--- src/rtl/seq_mul_pkg.sv ---
// Shared types and op decode helpers for the iterative RV32M multiplier.
package seq_mul_pkg;

  typedef enum logic [1:0] {
    MUL_LO  = 2'b00,
    MUL_HSS = 2'b01,
    MUL_HSU = 2'b10,
    MUL_HUU = 2'b11
  } mul_op_e;

  typedef enum logic [1:0] {
    S_IDLE = 2'b00,
    S_CALC = 2'b01,
    S_FIX  = 2'b10
  } state_e;

  // MUL only needs the low word, which is sign-agnostic, so it runs unsigned.
  function automatic logic op_signed1(mul_op_e op);
    return (op == MUL_HSS) || (op == MUL_HSU);
  endfunction

  function automatic logic op_signed2(mul_op_e op);
    return (op == MUL_HSS);
  endfunction

endpackage

--- src/rtl/mul_step_add.sv ---
// One CALC step: STEP_BITS x XLEN partial product, shifted into place and added
// to the 2*XLEN accumulator.
module mul_step_add #(
  parameter int unsigned XLEN      = 32,
  parameter int unsigned STEP_BITS = 1,
  localparam int unsigned SH_W     = $clog2(2 * XLEN)
) (
  input  logic [2*XLEN-1:0]    i_acc,
  input  logic [XLEN-1:0]      i_mcand,
  input  logic [STEP_BITS-1:0] i_bits,
  input  logic [SH_W-1:0]      i_shamt,
  output logic [2*XLEN-1:0]    o_sum
);

  localparam int unsigned PP_W = XLEN + STEP_BITS;

  logic [PP_W-1:0]   w_pp;
  logic [2*XLEN-1:0] w_pp_ext;

  assign w_pp     = {{STEP_BITS{1'b0}}, i_mcand} * {{XLEN{1'b0}}, i_bits};
  assign w_pp_ext = (2 * XLEN)'(w_pp);
  assign o_sum    = i_acc + (w_pp_ext << i_shamt);

endmodule

--- src/rtl/seq_mul_unit.sv ---
// Iterative shift-add multiplier for MUL/MULH/MULHSU/MULHU with start/busy/done.
// Define SEQ_MUL_EARLY_EXIT_EN to leave CALC once the remaining multiplier is zero.
module seq_mul_unit
  import seq_mul_pkg::*;
#(
  parameter int unsigned XLEN      = 32,
  parameter int unsigned STEP_BITS = 1
) (
  input  logic            i_clk,
  input  logic            i_rst,
  input  logic            i_start,
  input  logic [1:0]      i_op,
  input  logic [XLEN-1:0] i_operand1,
  input  logic [XLEN-1:0] i_operand2,
  output logic            o_busy,
  output logic            o_done,
  output logic [XLEN-1:0] o_result
);

  localparam int unsigned N     = XLEN / STEP_BITS;
  localparam int unsigned CNT_W = $clog2(N + 1);
  localparam int unsigned SH_W  = $clog2(2 * XLEN);

  if (!((STEP_BITS == 1) || (STEP_BITS == 2) || (STEP_BITS == 4) || (STEP_BITS == 8)) ||
      ((XLEN % STEP_BITS) != 0)) begin : g_bad_step
    $error("seq_mul_unit: STEP_BITS must be 1, 2, 4 or 8 and divide XLEN");
  end

  state_e            r_state, w_state_d;
  mul_op_e           r_op;
  logic              r_neg;
  logic [XLEN-1:0]   r_mcand;
  logic [XLEN-1:0]   r_mplier;
  logic [2*XLEN-1:0] r_acc;
  logic [CNT_W-1:0]  r_cnt;
  logic [XLEN-1:0]   r_result;
  logic              r_done;

  mul_op_e           w_op_in;
  logic              w_neg1;
  logic              w_neg2;
  logic [XLEN-1:0]   w_mag1;
  logic [XLEN-1:0]   w_mag2;
  logic [XLEN-1:0]   w_mplier_nxt;
  logic [SH_W-1:0]   w_shamt;
  logic [2*XLEN-1:0] w_acc_sum;
  logic [2*XLEN-1:0] w_fixed;
  logic [XLEN-1:0]   w_res;
  logic              w_last;

  assign w_op_in = mul_op_e'(i_op);
  assign w_neg1  = op_signed1(w_op_in) & i_operand1[XLEN-1];
  assign w_neg2  = op_signed2(w_op_in) & i_operand2[XLEN-1];
  // Magnitude of the most negative value wraps to itself, which is correct unsigned.
  assign w_mag1  = w_neg1 ? (~i_operand1 + 1'b1) : i_operand1;
  assign w_mag2  = w_neg2 ? (~i_operand2 + 1'b1) : i_operand2;

  assign w_mplier_nxt = r_mplier >> STEP_BITS;
  assign w_shamt      = SH_W'(r_cnt * STEP_BITS);

  mul_step_add #(
    .XLEN     (XLEN),
    .STEP_BITS(STEP_BITS)
  ) u_step (
    .i_acc  (r_acc),
    .i_mcand(r_mcand),
    .i_bits (r_mplier[STEP_BITS-1:0]),
    .i_shamt(w_shamt),
    .o_sum  (w_acc_sum)
  );

`ifdef SEQ_MUL_EARLY_EXIT_EN
  assign w_last = (r_cnt == CNT_W'(N - 1)) || (w_mplier_nxt == '0);
`else
  assign w_last = (r_cnt == CNT_W'(N - 1));
`endif

  assign w_fixed = r_neg ? (~r_acc + 1'b1) : r_acc;
  assign w_res   = (r_op == MUL_LO) ? w_fixed[XLEN-1:0] : w_fixed[2*XLEN-1:XLEN];

  always_ff @(posedge i_clk or posedge i_rst) begin
    if (i_rst) begin
      r_state <= S_IDLE;
    end else begin
      r_state <= w_state_d;
    end
  end

  always_comb begin
    w_state_d = r_state;
    unique case (r_state)
      S_IDLE:  if (i_start) w_state_d = S_CALC;
      S_CALC:  if (w_last) w_state_d = S_FIX;
      S_FIX:   w_state_d = S_IDLE;
      default: w_state_d = S_IDLE;
    endcase
  end

  always_ff @(posedge i_clk or posedge i_rst) begin
    if (i_rst) begin
      r_op     <= MUL_LO;
      r_neg    <= 1'b0;
      r_mcand  <= '0;
      r_mplier <= '0;
      r_acc    <= '0;
      r_cnt    <= '0;
      r_result <= '0;
      r_done   <= 1'b0;
    end else begin
      r_done <= 1'b0;
      unique case (r_state)
        S_IDLE: begin
          if (i_start) begin
            r_op     <= w_op_in;
            r_neg    <= w_neg1 ^ w_neg2;
            r_mcand  <= w_mag1;
            r_mplier <= w_mag2;
            r_acc    <= '0;
            r_cnt    <= '0;
          end
        end
        S_CALC: begin
          r_acc    <= w_acc_sum;
          r_mplier <= w_mplier_nxt;
          r_cnt    <= r_cnt + CNT_W'(1);
        end
        S_FIX: begin
          r_result <= w_res;
          r_done   <= 1'b1;
        end
        default: ;
      endcase
    end
  end

  assign o_busy   = (r_state != S_IDLE);
  assign o_done   = r_done;
  assign o_result = r_result;

endmodule

--- config.mk ---
export PLATFORM = sky130hd
export DESIGN_NAME = seq_mul_unit
export DESIGN_NICKNAME = d
export VERILOG_FILES = /design/src/rtl/seq_mul_pkg.sv /design/src/rtl/mul_step_add.sv /design/src/rtl/seq_mul_unit.sv
export SDC_FILE = /design/constraint.sdc
export NUM_CORES = 1
export LEC_CHECK = 0
export ABC_AREA = 0
export BUFFER_PORTS_ARGS = -buffer_cell sky130_fd_sc_hd__buf_2
export CORE_MARGIN = 2
export CORE_UTILIZATION = 56
export DETAILED_ROUTE_END_ITERATION = 10
export HOLD_SLACK_MARGIN = 0.12
export PLACE_DENSITY = 0.75
export SYNTH_ARGS = -nofsm -noshare
export SYNTH_HDL_FRONTEND = slang
export SYNTH_SLANG_ARGS = --single-unit
--- constraint.sdc ---
create_clock -name i_clk -period 6.45 [get_ports i_clk]
set_input_delay 0.3225 -clock i_clk [delete_from_list [all_inputs] [get_ports i_clk]]
set_output_delay 0.3225 -clock i_clk [all_outputs]
set_load 0.1 [all_outputs]
* Yosys cells after proc, flatten, opt, wreduce, memory -nomap -nowiden
Cells that the tools add are included.
** Operators by class
- Add/sub/neg operators :: 5
- $mul :: 1
- Equal/unequal tests :: 7
- Shift operators :: 1
- Muxes and demuxes :: 14
- Bitwise operators :: 6
- Reduce and logical (&&, ||, !) cells :: 8
** Operators with widths (count)
- two-way mux 32 bit :: 4
- two-way mux 64 bit :: 2
- one-hot mux 64 bit (2 select lines) :: 1
- adder 32 x 1 -> 32 bit (second input constant) :: 2
- adder 64 x 1 -> 64 bit (second input constant) :: 1
- adder 64 bit :: 1
- NOT 32 bit :: 2
- NOT 64 bit :: 1
- one-hot mux 32 bit (2 select lines) :: 1
- left shift 33 x 6 -> 64 bit :: 1
- multiplier 32 x 1 -> 33 bit :: 1
- one-hot mux 6 bit (2 select lines) :: 1
- adder 6 x 1 -> 6 bit (second input constant) :: 1
- equality test 6 x 5 -> 1 bit (second input constant) :: 1
- two-way mux 6 bit :: 1
- AND reduction 2 bit :: 3
- equality test 2 x 1 -> 1 bit (second input constant) :: 2
- equality test 2 bit (second input constant) :: 2
- logical NOT 2 bit :: 2
- two-way mux 2 bit :: 2
- != test 2 bit (second input constant) :: 2
- one-hot mux 2 bit (2 select lines) :: 1
- nonzero test 2 bit :: 2
- AND 1 bit :: 2
- other kinds (3) :: 3
** Word-level totals
- Register bits after elaboration :: 172
- Bits of input ports :: 69
- Output and inout port bits :: 34
- Word-level logic and storage cells :: 51

* Longest topological paths before layout
- Depth in word-level cells :: 5
- Depth in mapped cells :: 23
- Gate-level depth less buffers :: 20

* By module
Synthesis repeated with hierarchy kept, for this count alone.
** Unflattened totals
- Cells, all modules :: 2126
- Area total of the unflattened synthesis :: 16325.7 sq um
** Modules (own cells, without submodules)
- seq_mul_unit :: instances 1, cells each 1165, area an instance 9898.2 sq um, seq. area each 4304.1 sq um
- mul_step_add :: instances 1, cells each 961, area an instance 6427.4 sq um, seq. area each 0.0 sq um

* Worst setup path after synthesis
Ideal clock, no wire load.
- Kind :: flip-flop to flip-flop
- Start point :: reg r_cnt[0]
- End point :: reg r_acc[57]
- Library setup time :: 69 ps
- Arrival :: 4922 ps
- Required time :: 6381 ps
- Slack :: 1459 ps
- Stages on the path, launching flop included :: 22
- Path buffers :: 5
- Clock period less this slack :: 4991 ps
- Cells stage by stage :: dfrtp_1 buf_2 buf_2 clkbuf_1 clkbuf_1 mux2i_1 nand2_1 o211ai_1 o21ai_0 mux2i_1 mux2i_1 and2_1 ha_1 clkbuf_1 nand4_1 or4_1 o32ai_1 nor3b_1 o31ai_1 a211oi_1 or4_1 nand3_1
** Between the ends
- Word-level cells in the longest chain between the ends :: 3
** Ends and longest elaborated chain
- start, declared :: line seq_mul_unit.sv:35 : logic [CNT_W-1:0] r_cnt;
- start signal, assigned :: line seq_mul_unit.sv:125 : r_cnt <= r_cnt + CNT_W'(1);
- left shift 33 x 6 -> 64 bit :: line mul_step_add.sv:22 : assign o_sum = i_acc + (w_pp_ext << i_shamt);
- adder 64 bit :: line mul_step_add.sv:22
- one-hot mux 64 bit (2 select lines) :: line seq_mul_unit.sv:111 : unique case (r_state)
- end signal, assigned :: line seq_mul_unit.sv:123 : r_acc <= w_acc_sum;
- end, declared :: line seq_mul_unit.sv:34 : logic [2*XLEN-1:0] r_acc;
No other way between the ends.
A chain may end at the register's enable or synchronous reset.

* Worst setup path after layout
- Start point :: reg r_cnt[0]
- End point :: reg r_acc[62]
Same word-level chain as after synthesis.

==> qor.yml <==
outcome:
  status: "finished clean"
grt:
  busiest_layer: "met2"
  grt_pass1_wl_um: 78000
  met1_usage: 0.476
  antenna_found_initial: 0
  overflow: 0
  grt_pass1_vias: 13800
  grt_usage: 0.347
  grt_max_degree: 92
  grt_use_met2: 0.552
  met3_usage: 0.0415
routing:
  wirelength_um: 49500
  drtIter0Drc: 1343
  postRouteAntennaNets: 0
  drc_errors: 0
  vias: 15100
  wire_per_inst_um: 21.1
  viasPerCell: 6.43
  drtPass1Iterations: 6
clock_network:
  cts_sinks: 172
  clk_latency_ns: 0.44
  postCtsSetupBuffers: 0
  clk_pin_slew_ns: 0.08
  postCtsHoldBufs: 2
  tritoncts: "yes"
  clock_path_buffers: 2
  cts_inserted_buffers: 17
  root_buffer: "clkbuf_16"
  cts-htree-levels: 4
  cts-resized-gates: 0
worst_setup_path:
  worstReg2RegEnd: "r_acc[62]"
  cp-end-kind: "register"
  reg2reg_slack_ns: 0.54
  r2r_start: "r_cnt[0]"
  cp.required_ns: 6.83
  critPathMaxFanout: 25
  cp.arrival_ns: 6.29
  path_class: "register to register"
  cp-startpoint: "r_cnt[0]"
  crit_end: "r_acc[62]"
  worst-r2r-cell-count: 18
  critPathLaunchType: "register"
pwr:
  total_power_mw: 8.46
  ir_worst_vdd_mv: 0.211
  p_leak_nw: 6.94
  powerDensity_nw_per_um2: 509
final_layout:
  fin_area_um2: 16600
  layout_common_cells: "290 x o21ai_0, 266 x nand2_1, 170 x dfrtp_1, 156 x nor2_1, 134 x a21oi_1"
  n_antenna_cell: 0
  layout_commonest_cell: "o21ai_0"
  drive_above_1_share: 0.111
  syn2layout_area_growth_pct: 8.30
  post-route-util: 0.616
  final-seq-area_um2: 4310
  final_nets: 2135
  n_fill_cell: 2448
  multi_input_area_um2: 10400
logic_synthesis:
  synth.area.top_cells: "dfrtp_1 28%, o21ai_0 9.5%, nand2_1 6.5%"
  synth_seq_area_share: 0.281
  synthFlopType: "dfrtp_1"
  async_flop_share: 1.00
  synth_area_leader_cell: "dfrtp_1"
  synth_top_area_share: 0.281
  synth.net_count: 2115
  syn_inst: 1977
  synth_warnings: 0
  synth_cell_types: 73
  synth-seq-cells: 172
  syn_area_um2: 15300
  avgSynthCellArea_um2: 7.76
  synth-edff-count: 0
place:
  globalplace.congestion: 1.05
  dp_hpwl_um: 38100
  placed_area_um2: 16000
  post-place-ws_ns: 0.664
  portBuffers: 102
floorplan:
  core_area_um2: 27000
  die_h_um: 170
  num_rows: 60
  die_w_um: 170
  start_util: 0.569
  die_area_um2: 28700
  ios: 103
sta:
  relSlewSlack: 0.265
  finalCritPeriodShare: 0.916
  tightest_slew_ns: 1.10
  skew_ns: 0.0204
  layout_setup_ws_ns: 0.543
  rsz0062_at_grt: "no"
  finalSetupTns_ns: 0
  maxSlewViolCount: 0
  setup_viol: 0
  hold_viol_final: 0
  period_needed_ns: 5.91
  fmax_mhz: 169
flow_run:
  timing.max_cap.violations: 0
min_path:
  hp-class: "input port to register"
power by group:
| group | leakage [nW] | total (mW) | switching (mW) | internal, mW |
|---|---|---|---|---|
| Sequential | 2.01 | 2.10 | 0.638 | 1.47 |
| Combinational | 4.66 | 5.31 | 3.29 | 2.02 |
| Clock | 0.272 | 1.05 | 0.536 | 0.516 |
layout make-up:
type / count / area share
inverter: 36 / 0.00844
timing repair buffer: 129 / 0.0432
sequential: 172 / 0.259
clock buffer: 17 / 0.0256
multi-input combinational: 1641 / 0.629
tap: 341 / 0.0257
clock inverter: 14 / 0.00911
worst min-delay path by stage:
| stage | start | end | slack, ns | cells past startpoint |
|---|---|---|---|---|
| after floorplan | i_op[0] | r_op[0] | 0.43 | 2 |
| after global placement | o_result[19] | o_result[19] | 0.46 | 2 |
| after detailed placement | r_mplier[31] | r_mplier[31] | 0.47 | 2 |
| after CTS | i_operand2[31] | r_mplier[31] | 0.14 | 3 |
| after global routing | i_operand2[31] | r_mplier[31] | 0.17 | 3 |
| final | i_operand2[31] | r_mplier[31] | 0.15 | 3 |
cells by family after synthesis:
family | synth area share
AO/OA/AOI/OAI | 0.253
XOR/XNOR | 0.100
adder cells (fa/ha/maj) | 0.0568
buffers and inverters | 0.0404
flip-flops | 0.281
multiplexers | 0.0622
AND/OR/NAND/NOR | 0.206
per-layer routing:
metal / share of wire / routed length (um)
met5: 0 / 0
met4: 0.045 / 2250
met3: 0.061 / 3030
met2: 0.45 / 22500
met1: 0.44 / 21700
synth_stat cells (all sizes together) (11+ instances only):
library cell and n:
o21ai 293, nand2 267, dfrtp 172, nor2 158
a21oi 134, clkbuf 107, xor2 90, xnor2 86
nand3 73, ha 68, a22oi 36, inv 36
nor3 36, nand4 33, o31ai 32, mux2i 29
a21o 27, mux4 26, a31oi 21, buf 21
nand2b 20, o22ai 19, or4 18, o41ai 17
nor4 16, and2 14, or3 14, or2 11
through the flow:
step | hold slack (ns) | instances
floorplan | 0.428 | 1977
global placement | 0.456 | 2317
detailed placement | 0.465 | 2317
CTS | 0.141 | 2350
global route | 0.174 | 2350
finish | 0.153 | 2350
critical path, stage by stage (launching register included):
cell and delay [ns]:
dfrtp_2 0.83, buf_4 0.37, mux4_2 0.57, nand2_1 0.11, o21a_1 0.15, nand2_1 0.06, o21ai_0 0.22, nor2_1 0.16
ha_1 0.43, a21oi_1 0.27, o21a_1 0.24, o211ai_1 0.12, nor4_1 0.53, o221a_2 0.39, o21ai_2 0.11, o41ai_1 0.65
o31ai_1 0.26, mux2_2 0.31, nand2_1 0.05
flip-flops by register name, indices dropped and copies added (netlist names):
name	flops
o_done	1
o_result	32
r_mplier	32
r_mcand	32
r_state	2
r_neg	1
r_op	2
r_acc	64
r_cnt	6
(Power assumes the default switching activity.)
